## src/rtl/eeprom_loader.sv

```systemverilog
// Packs an incoming byte stream into 32-bit words, writes them into the eeprom
// via str/a/d_in, then streams the stored words back out on a valid/ready port.
module eeprom_loader #(
    parameter int unsigned NW = 16,
    parameter int unsigned AW = 4
) (
    input  logic          c,
    input  logic          rst,
    input  logic [7:0]    b_in,
    input  logic          b_vld,
    output logic          b_rdy,
    input  logic          go,
    input  logic          clr,
    output logic          str,
    output logic          ld,
    output logic [AW-1:0] a,
    output logic [31:0]   d_in,
    input  logic [31:0]   d,
    output logic [31:0]   w_out,
    output logic          w_vld,
    input  logic          w_rdy,
    output logic          full
);

    typedef enum logic [2:0] {
        StFill,
        StWr,
        StWgap,
        StFull,
        StRreq,
        StRcap,
        StRout
    } state_e;

    localparam logic [AW-1:0] LastAddr = AW'(NW - 1);

    state_e        state_q, state_d;
    logic [1:0]    bc_q;
    logic [AW-1:0] wp_q;
    logic [AW-1:0] rp_q;
    logic [31:0]   d_in_q;
    logic [31:0]   w_out_q;
    logic          byte_acc;

    assign byte_acc = b_vld & b_rdy;

    // State register
    always_ff @(posedge c) begin
        if (rst) begin
            state_q <= StFill;
        end else begin
            state_q <= state_d;
        end
    end

    // Next-state logic; clr overrides every transition
    always_comb begin
        state_d = state_q;
        unique case (state_q)
            StFill: if (byte_acc && bc_q == 2'd3) state_d = StWr;
            StWr:   state_d = StWgap;
            StWgap: state_d = (wp_q == LastAddr) ? StFull : StFill;
            StFull: if (go) state_d = StRreq;
            StRreq: state_d = StRcap;
            StRcap: state_d = StRout;
            StRout: begin
                if (w_rdy) state_d = (rp_q == LastAddr) ? StFull : StRreq;
            end
            default: state_d = StFill;
        endcase
        if (clr) state_d = StFill;
    end

    // Outputs decoded from the current state
    always_comb begin
        b_rdy = 1'b0;
        str   = 1'b0;
        ld    = 1'b0;
        w_vld = 1'b0;
        full  = 1'b0;
        a     = wp_q;
        unique case (state_q)
            StFill: b_rdy = ~rst;
            StWr:   str = 1'b1;
            StWgap: ;
            StFull: full = 1'b1;
            StRreq: begin
                ld = 1'b1;
                a  = rp_q;
            end
            StRcap: a = rp_q;
            StRout: begin
                w_vld = 1'b1;
                a     = rp_q;
            end
            default: ;
        endcase
    end

    assign d_in  = d_in_q;
    assign w_out = w_out_q;

    // Datapath: byte packing, pointers and read capture
    always_ff @(posedge c) begin
        if (rst) begin
            bc_q    <= 2'd0;
            wp_q    <= '0;
            rp_q    <= '0;
            d_in_q  <= 32'd0;
            w_out_q <= 32'd0;
        end else if (clr) begin
            bc_q   <= 2'd0;
            wp_q   <= '0;
            rp_q   <= '0;
            d_in_q <= 32'd0;
        end else begin
            if (byte_acc) begin
                d_in_q[{bc_q, 3'b000} +: 8] <= b_in;
                bc_q                        <= bc_q + 2'd1;
            end
            // Pointers saturate at the last word so a never leaves 0..NW-1
            if (state_q == StWgap && wp_q != LastAddr) begin
                wp_q <= wp_q + 1'b1;
            end
            if (state_q == StFull && go) begin
                rp_q <= '0;
            end
            if (state_q == StRcap) begin
                w_out_q <= d;
            end
            if (state_q == StRout && w_rdy && rp_q != LastAddr) begin
                rp_q <= rp_q + 1'b1;
            end
        end
    end

    a_no_str_ld: assert property (@(posedge c) !(str && ld));

endmodule

```

## config.mk

```make
export PLATFORM = sky130hd
export DESIGN_NAME = eeprom_loader
export DESIGN_NICKNAME = d
export VERILOG_FILES = /design/src/rtl/eeprom_loader.sv
export SDC_FILE = /design/constraint.sdc
export NUM_CORES = 1
export LEC_CHECK = 0
export BUFFER_PORTS_ARGS = -buffer_cell sky130_fd_sc_hd__clkbuf_2
export CAP_MARGIN = 10
export CORE_UTILIZATION = 51
export CTS_BUF_LIST = sky130_fd_sc_hd__clkbuf_4
export DETAILED_ROUTE_END_ITERATION = 7
export PLACE_DENSITY_LB_ADDON = 0.12
export SLEW_MARGIN = 40
export SYNTH_ARGS = -nofsm -noshare
export SYNTH_HDL_FRONTEND = slang
export SYNTH_SLANG_ARGS = --single-unit
```

## constraint.sdc

```tcl
create_clock -name c -period 2.3 [get_ports c]
set_input_delay 0.345 -clock c [delete_from_list [all_inputs] [get_ports c]]
set_output_delay 0.345 -clock c [all_outputs]
set_load 0.02 [all_outputs]
```

==> metrics <==
status finished clean; clk_lat worst skew 400 ps; Core Box Area 0.00599 mm^2; sw power 517 uW; MaxCap Viol Count 0; Antenna diodes 0; Worst setup EP type primary output; Post-synth top cells nand2_1 (105), dfxtp_1 (77), a21oi_1 (72); power share of the combinational group 4.8%; busiest grt layer met2; Max IR drop VDD 0.000607 V; critical path type reg2out; maximum operating frequency 480 MHz; clock slew at reported path FFs 120 ps; GP Congestion 0.793; Overflow after GRT 0; initial core utilization 53.4%; I/O Buffers 118; Synth area leaders dfxtp_1 (48%), nand2_1 (12%), a21oi_1 (11%); met2 usage in global routing 37.5%; area grow syn2layout 24.8%; count leader, synth nand2_1; Netlist Area Pre-Place 0.00320 mm^2; Tcrit/Tclk final 90.6%; skew final 20.3 ps; post-layout minimum cycle time 2080 ps; top cell type's share of synthesized area 48.2%; H-tree levels 3; placed cell count 565; Async SR Flop Fraction 0%; unrepaired setup endpoints after global routing false; post-synth cell types 36; IO Pins 119; Pre-Repair DR Iteration Count 4; Net Sw Frac 20.9%; sequential fraction of the synthesis area 48.2%; initial DRC count 152; HPWL after DPL 5340 um; Worst slew margin 64.6%; Mapped Cells 391; layout cell share with drive strength beyond 1 31.3%; die height 81.2 um; Startpoint Class register; number of global-route vias before repair 2606; largest net degree at the start of global routing 45; num rows 28; Longest Clk Path Bufs 2; Total Wirelength 7400 um; number of synthesized register bits 77; worst-path fanout max 12; CTS tree built; die area 0.00660 mm^2; Pint 1.95 mW; worst hold path type in2reg; syn avg cell area 8.19 um^2; CP arrival 1740 ps; number of synthesized flops with an enable pin 0; data required time of the worst path 1960 ps; initial antenna violation count 0; Cell Count, Final, Fillers Out 580; DRC Markers 0; Post-DRT Antenna Nets 0; Setup TNS Final 0 ps; vias per cell 5.25; syn_nets 444; Die W 81.2 um; TritonCTS buffer count 9; sequential power share 54.2%; Pleak 1.63 nW; Slew Viols, Final 0; Root Driver clkbuf_4; M1 GR Usage 28.3%; final number of hold-violating endpoints 0; Power Density 619 mW/mm^2; pin slew with the least headroom to its limit 529 ps; met3 GRT Util 5.39%; Vias 3047; final net count 554; Synth area leader dfxtp_1; WL/cell 12.8 um; GRT Util Overall 22.7%; clk sinks 77; Clock power frac 40.9%; YS warnings 0; Post-synth top flop dfxtp_1; final setup fails 0; first-pass GRT wire length 11600 um
layer usage:
metal	vias up	wire length, um	part of all wire (%)
li1	1553	-	-
met1	1373	3300	45
met2	111	3430	46
met3	10	579	7.8
met4	0	96	1.3
met5	-	0	0
repair_timing:
action,in CTS,in global routing
hold buffers,0,0
resized for setup,1,1
endpoints found under the setup margin,4,4
buffers inserted,0,0
endpoints found under the hold margin,0,0
critical path: stages (launching register included):
cell and delay (ps):
dfxtp_2 460, inv_1 140, a21oi_2 230, mux2_2 360, clkbuf_2 150
cells in the final DEF, fill, tap and decap left out, types with 2 or more instances in the layout:
master and instances:
clkbuf_2 118, nand2_1 105, dfxtp_1 76, a21oi_1 71, nand3_1 45, clkbuf_4 11, nor2_1 10, ha_1 7
buf_4 6, and3_1 5, inv_1 4, nand2b_1 4, mux2_2 4, nor3b_2 4, xor2_1 3, bufinv_16 3
nor3_2 2, o21ai_0 2, nor2b_1 2, and2_1 2
final cells by class:
| type | count | area (um^2) |
|---|---|---|
| Clock inverter | 4 | 97.6 |
| Sequential cell | 77 | 1540 |
| Tap cell | 75 | 93.8 |
| Clock buffer | 11 | 82.6 |
| Timing Repair Buffer | 124 | 636 |
| Inverter | 4 | 15.0 |
| Fill cell | 543 | 2000 |
| Multi-Input combinational cell | 285 | 1530 |
worst paths after layout:
check	startpoint	slack, ps	depth (start not counted)	to
worst max-delay path	state_q[2]	220	4	a[0]
worst min register to register	d_in[18]	460	2	d_in[18]
worst max register to register	bc_q[0]	410	5	d_in[24]
worst min-delay path	d[20]	140	3	w_out[20]
cells by family (layout without fill, tap and decap cells):
group	after synthesis	after routing	share of synthesized area, %
XOR/XNOR	4	4	1.09
buffers and inverters	29	143	4.53
AO/OA/AOI/OAI	80	80	13.6
flip-flops	77	77	48.2
multiplexers	4	4	1.41
adder cells (fa/ha/maj)	7	7	2.74
AND/OR/NAND/NOR	190	190	28.5
power groups by stage:
stage | clock, mW | combinational [mW] | sequential, mW
after floorplan | 0 | 0.0515 | 1.37
final | 1.01 | 0.120 | 1.34
after CTS | 1.04 | 0.119 | 1.34
after global routing | 1.10 | 0.132 | 1.34
after detailed placement | 0 | 0.119 | 1.37
after global placement | 0 | 0.119 | 1.37
registers in the layout, summed over array words and instances (netlist names):
name and cells:
bc_q 2, d_in 32, rp_q 4, state_q 3
w_out 32, wp_q 4
stage by stage:
stage	utilization, %	hold slack (ps)	total power, mW	worst slack [ps]	cell area, um^2
CTS	66.6	117	2.50	31.3	3990
detailed placement	63.5	445	1.49	370	3810
global route	66.7	118	2.57	88.3	3990
floorplan	-	459	1.43	701	3200
global placement	63.5	439	1.49	434	3810
finish	66.7	143	2.47	216	3990
(Power assumes the default switching activity.)
